`config.mk`:
```
export PLATFORM = sky130hd
export DESIGN_NAME = seg_scan_ctrl
export DESIGN_NICKNAME = d
export VERILOG_FILES = /design/src/rtl/seg_scan_ctrl_pkg.sv /design/src/rtl/bcd_segment.sv /design/src/rtl/seg_scan_ctrl.sv
export VERILOG_INCLUDE_DIRS = /design/src /design/src/rtl
export SDC_FILE = /design/constraint.sdc
export NUM_CORES = 1
export LEC_CHECK = 0
export BUFFER_PORTS_ARGS = -buffer_cell sky130_fd_sc_hd__buf_2
export CAP_MARGIN = 20
export CELL_PAD_IN_SITES_DETAIL_PLACEMENT = 1
export CELL_PAD_IN_SITES_GLOBAL_PLACEMENT = 1
export CORE_MARGIN = 4
export CORE_UTILIZATION = 40
export CTS_CLUSTER_DIAMETER = 120
export DETAILED_ROUTE_END_ITERATION = 10
export PLACE_DENSITY = 0.74
export SYNTH_ARGS = -nofsm -noshare
export SYNTH_HDL_FRONTEND = slang
export SYNTH_SLANG_ARGS = --single-unit
```
`constraint.sdc`:
```
create_clock -name CLK -period 5.9 [get_ports CLK]
set_input_delay 1.77 -clock CLK [delete_from_list [all_inputs] [get_ports CLK]]
set_output_delay 1.77 -clock CLK [all_outputs]
set_load 0.02 [all_outputs]
```
`src/rtl/seg_defs.vh`:
```
// Segment patterns {a,b,c,d,e,f,g}, the all-commons-off constant and default
// parameter values shared by the scan controller and its decoder.
`ifndef SEG_DEFS_VH
`define SEG_DEFS_VH

`define SEG_SCAN_DIV_DEF     5000
`define SEG_BLANK_CYC_DEF    16
`define SEG_BLINK_FRAMES_DEF 64

`define SEG_COM_OFF 6'b111111

`define SEG_PAT_0   7'b1111110
`define SEG_PAT_1   7'b0110000
`define SEG_PAT_2   7'b1101101
`define SEG_PAT_3   7'b1111001
`define SEG_PAT_4   7'b0110011
`define SEG_PAT_5   7'b1011011
`define SEG_PAT_6   7'b1011111
`define SEG_PAT_7   7'b1110000
`define SEG_PAT_8   7'b1111111
`define SEG_PAT_9   7'b1111011
`define SEG_PAT_OFF 7'b0000000

`endif

```
`src/rtl/seg_scan_ctrl_pkg.sv`:
```
// Shared types and constants for the six-digit multiplexed display scanner.
`include "seg_defs.vh"

package seg_scan_ctrl_pkg;

  localparam int          NUM_DIGITS = 6;
  localparam logic [5:0]  COM_OFF    = `SEG_COM_OFF;

  localparam logic [0:0]  ST_BLANK   = 1'b0;
  localparam logic [0:0]  ST_DRIVE   = 1'b1;

  // One full frame worth of display content.
  typedef struct packed {
    logic [23:0] digits;
    logic [5:0]  dots;
  } frame_t;

endpackage

```
`src/rtl/bcd_segment.sv`:
```
// BCD to seven-segment decoder; non-decimal codes blank a-g but keep dp.
`include "seg_defs.vh"

module bcd_segment (
  input  logic [3:0] BCD,
  input  logic       DOT,
  output logic [7:0] SEG_DATA
);

  logic [6:0] seg;

  always_comb begin
    seg = `SEG_PAT_OFF;
    case (BCD)
      4'd0: seg = `SEG_PAT_0;
      4'd1: seg = `SEG_PAT_1;
      4'd2: seg = `SEG_PAT_2;
      4'd3: seg = `SEG_PAT_3;
      4'd4: seg = `SEG_PAT_4;
      4'd5: seg = `SEG_PAT_5;
      4'd6: seg = `SEG_PAT_6;
      4'd7: seg = `SEG_PAT_7;
      4'd8: seg = `SEG_PAT_8;
      4'd9: seg = `SEG_PAT_9;
      default: seg = `SEG_PAT_OFF;
    endcase
  end

  assign SEG_DATA = {seg, DOT};

endmodule

```
`src/rtl/seg_scan_ctrl.sv`:
```
// Six-digit common-cathode style scanner: prescaled slots with anti-ghost blanking,
// frame-synchronous shadow load, per-digit blink and digit5 leading-zero blanking.
`include "seg_defs.vh"

module seg_scan_ctrl
  import seg_scan_ctrl_pkg::*;
#(
  parameter int SCAN_DIV     = `SEG_SCAN_DIV_DEF,
  parameter int BLANK_CYC    = `SEG_BLANK_CYC_DEF,
  parameter int BLINK_FRAMES = `SEG_BLINK_FRAMES_DEF
) (
  input  logic        CLK,
  input  logic        RST,
  input  logic [23:0] DIGITS_IN,
  input  logic [5:0]  DOTS_IN,
  input  logic        LOAD,
  input  logic [5:0]  BLINK_EN,
  input  logic        LZB_EN,
  output logic [7:0]  SEG_DATA,
  output logic [5:0]  SEG_COM,
  output logic        LOAD_PEND,
  output logic        FRAME_DONE
);

  localparam int PW = (SCAN_DIV > 1) ? $clog2(SCAN_DIV) : 1;
  localparam int FW = (BLINK_FRAMES > 1) ? $clog2(BLINK_FRAMES) : 1;

  logic [PW-1:0] presc_q, presc_d;
  logic [2:0]    idx_q, idx_d;
  logic [0:0]    state_q, state_d;
  logic [FW-1:0] frm_q, frm_d;
  logic          phase_q, phase_d;
  frame_t        pend_q, pend_d;
  frame_t        disp_q, disp_d;
  logic          load_pend_q, load_pend_d;
  logic          frame_done_q, frame_done_d;
  logic [5:0]    seg_com_q, seg_com_d;
  logic [7:0]    seg_data_q, seg_data_d;

  logic          tc, fb;
  logic [3:0]    nib;
  logic          dot, blk, lzb_hit;
  logic [7:0]    dec;

  // Slot timing, frame boundary and shadow transfer.
  always_comb begin
    tc      = (presc_q == PW'(SCAN_DIV - 1));
    fb      = tc && (idx_q == 3'd5);
    presc_d = tc ? '0 : presc_q + 1'b1;

    idx_d = idx_q;
    if (tc) idx_d = fb ? 3'd0 : idx_q + 3'd1;

    state_d = state_q;
    if (tc)                                   state_d = ST_BLANK;
    else if (presc_q == PW'(BLANK_CYC - 1))   state_d = ST_DRIVE;

    frm_d   = frm_q;
    phase_d = phase_q;
    if (fb) begin
      if (frm_q == FW'(BLINK_FRAMES - 1)) begin
        frm_d   = '0;
        phase_d = ~phase_q;
      end else begin
        frm_d = frm_q + 1'b1;
      end
    end

    pend_d = pend_q;
    if (LOAD) begin
      pend_d.digits = DIGITS_IN;
      pend_d.dots   = DOTS_IN;
    end
    // Display only moves at the boundary, so a same-cycle LOAD lands a frame later.
    disp_d       = fb ? pend_q : disp_q;
    load_pend_d  = LOAD | (load_pend_q & ~fb);
    frame_done_d = fb;
  end

  always_comb begin
    nib = '0;
    dot = 1'b0;
    blk = 1'b0;
    for (int n = 0; n < NUM_DIGITS; n++) begin
      if (idx_q == 3'(n)) begin
        nib = disp_q.digits[4*n +: 4];
        dot = disp_q.dots[n];
        blk = BLINK_EN[n];
      end
    end
    lzb_hit = LZB_EN && (idx_q == 3'd5) && (nib == 4'd0);
  end

  bcd_segment u_dec (
    .BCD      (nib),
    .DOT      (dot),
    .SEG_DATA (dec)
  );

  always_comb begin
    seg_com_d  = COM_OFF;
    seg_data_d = '0;
    if (state_q == ST_DRIVE) begin
      seg_com_d = ~(6'b000001 << idx_q);
      if (!(phase_q && blk))
        seg_data_d = lzb_hit ? {7'b0, dot} : dec;
    end
  end

  always_ff @(posedge CLK) begin
    if (RST) begin
      presc_q      <= '0;
      idx_q        <= '0;
      state_q      <= ST_BLANK;
      frm_q        <= '0;
      phase_q      <= 1'b0;
      pend_q       <= '0;
      disp_q       <= '0;
      load_pend_q  <= 1'b0;
      frame_done_q <= 1'b0;
      seg_com_q    <= COM_OFF;
      seg_data_q   <= '0;
    end else begin
      presc_q      <= presc_d;
      idx_q        <= idx_d;
      state_q      <= state_d;
      frm_q        <= frm_d;
      phase_q      <= phase_d;
      pend_q       <= pend_d;
      disp_q       <= disp_d;
      load_pend_q  <= load_pend_d;
      frame_done_q <= frame_done_d;
      seg_com_q    <= seg_com_d;
      seg_data_q   <= seg_data_d;
    end
  end

  assign SEG_DATA   = seg_data_q;
  assign SEG_COM    = seg_com_q;
  assign LOAD_PEND  = load_pend_q;
  assign FRAME_DONE = frame_done_q;

endmodule

```
==> impl_metrics.ini <==
[run_status]
status = complete, no violations

[clock_network]
ctsLongestPathBuffers = 2
cts_tree = done
cts_htree_levels = 3
post_cts_buffers = 0
insertion_delay_ps = 360
ctsResizeCount = 0
cts_hold_buffers = 0
clk_pin_slew_worst_paths_ps = 90
cts_buffers = 9
cts-root-buf = clkbuf_8
cts.sinks = 100

[sta]
min_period_ps = 3100
slew_violations = 0
final_hold_viol_count = 0
rsz0062_at_grt = no
tightest_slew_ps = 897
period_share_pct = 52.5
fin_skew_ps = 11.4
fmax_ghz = 0.323
hold_ws_ps = 449
setup-tns-final_ps = 0
relSlewSlack_pct = 40.2
setup_violations = 0

[yosys]
avgSynthCellArea_um2 = 8.64
yosysUniqueCellTypes = 42
syn_area_um2 = 4170
yosys_warnings = 0
synth-seq-cells = 100
syn_nets = 536
synth_cells = 483
ys_seq_area_share_pct = 48.0

[floorplan]
die_y_um = 110
die_x_um = 110
initial_core_util_pct = 40.8
placementRows = 37
core-area_um2 = 10200
top_level_ports = 56
die_area_um2 = 12100

[power]
cellLeakagePower_nw = 1.91
peakVddDrop_uv = 97.8
p_per_area_nw_per_um2 = 249

[grt]
grt_pass1_wl_um = 16000
grt_pass1_vias = 3411
overflow = 0
grt_max_degree = 40
track_usage_pct = 16.8
antenna_found_initial = 0

[critical_path]
critical_path_required_ps = 6150
ff2ff_path_depth = 11
r2r_slack_ps = 2800
r2r_end = SEG_DATA[4]
crit_path_start_kind = register
cp-end-kind = register
timing.rr.start = idx_q[1]
crit_path_max_fanout = 25
worstSetupPathType = reg -> reg
crit_arrival_ps = 3350
crit_end = SEG_DATA[4]
crit_start = idx_q[1]

[finish]
seq_area_um2 = 2000
final_nets = 577
multi_input_area_um2 = 2010
mostFrequentLayoutCell = dfxtp_1
most-common-layout-cells = dfxtp_1, nand2_1, nor2_1, buf_2, a21oi_1
drive_gt1_share_pct = 14.4
fillers = 1246
area_growth_pct = 13.3
antenna_cells = 0
final_cells = 663

[route]
route.vias.total = 3338
drc = 0
antenna_left = 0
routed_wl_um = 9650
firstDrtPassIters = 5
vias_per_cell = 5.03
wl_per_cell_um = 14.5
drt-initial-drc-count = 94

[place]
io_buffers = 55
post-place-cells = 649
gp_congestion = 0.770
dpl.hpwl_um = 6900

[job]
maxCapViolations = 0

[hold_path]
holdCritPathClass = reg -> reg
## where the power goes
group          internal [mW]  switching, mW
registers              0.689        0.00800
logic                 0.0254         0.0279
clock network          0.203          0.224
total                  0.917          0.259
## how the worst min path moves through the flow
stage	from	endpoint	slack [ps]	depth (start not counted)
global route	presc_q[0]	presc_q[0]	470	1
detailed placement	presc_q[0]	presc_q[0]	440	1
CTS	presc_q[0]	presc_q[0]	450	1
finish	presc_q[0]	presc_q[0]	450	1
global placement	presc_q[0]	presc_q[0]	420	1
floorplan	presc_q[0]	presc_q[0]	410	1
## final cells by class
class	count	share of cell area [%]
tap	136	3.60
clock buffer	10	2.91
inverter	10	0.794
multi-input combinational	345	42.5
clock inverter	4	1.09
sequential	100	42.4
timing repair buffer	58	6.73
## flip-flops by register name, summed over array words and instances (netlist names)
name,flops
FRAME_DONE,1
LOAD_PEND,1
SEG_COM,6
SEG_DATA,8
disp_q,30
frm_q,6
idx_q,3
pend_q,30
phase_q,1
presc_q,13
state_q,1
## cells in the mapped netlist (all sizes together)
master | n | area share, %
dfxtp | 100 | 48
nand2 | 86 | 7.7
nor2 | 65 | 5.8
a21oi | 48 | 5.8
mux2i | 32 | 7.7
clkbuf | 21 | 1.9
ha | 13 | 3.9
nand3 | 11 | 1.3
xor2 | 11 | 2.3
inv | 10 | 0.90
o21ai | 10 | 1.2
and3 | 8 | 1.2
nand2b | 8 | 1.2
buf | 7 | 1.1
nor2b | 7 | 1.0
xnor2 | 6 | 1.3
nand3b | 5 | 0.90
nand4 | 4 | 0.60
a31oi | 3 | 0.45
and2 | 3 | 0.45
o211ai | 3 | 0.54
a221oi | 2 | 0.42
a32oi | 2 | 0.42
a41o | 2 | 0.48
nor4 | 2 | 0.66
o22ai | 2 | 0.30
a221o | 1 | 0.24
nand4b | 1 | 0.21
nor3b | 1 | 0.18
o211a | 1 | 0.24
o21a | 1 | 0.18
o21ba | 1 | 0.24
o22a | 1 | 0.21
o311ai | 1 | 0.21
or2 | 1 | 0.15
or2b | 1 | 0.18
or3 | 1 | 0.15
or4 | 1 | 0.27
## critical path, stage by stage, from the launching register on
cell and delay (ps):
dfxtp_1 350, inv_1 90, ha_1 690, nor2b_1 130, a221oi_1 330, nor2_1 90, o22ai_1 460, inv_1 150
ha_1 330, and2_1 130, o21ai_0 150, a21oi_1 80
## cell families after synthesis
kind of cell	after synthesis	share of synthesized area, %
flops	100	48.0
fa+ha+maj	13	3.90
mux	32	7.68
simple gates	205	22.1
xor+xnor	17	3.57
buf+inv	38	3.87
compound gates	78	10.9
## stage by stage
stage	cell area, um2	power [mW]	setup slack, ps	utilization, %
after floorplan	4170	0.745	2990	-
after global placement	4510	0.764	2570	44.1
after detailed placement	4540	0.767	2530	44.3
after CTS	4720	1.19	2770	46.2
after global routing	4720	1.22	2440	46.2
final	4720	1.18	2800	46.2
## layer usage
metal	GRT usage [%]	vias to the layer above	wire length [um]
met5	0	-	0
met4	5.89	0	190
met3	3.55	14	327
met2	28.6	48	4710
met1	21.0	1581	4420
li1	-	1695	-
Power figures use the tool's default switching activity.
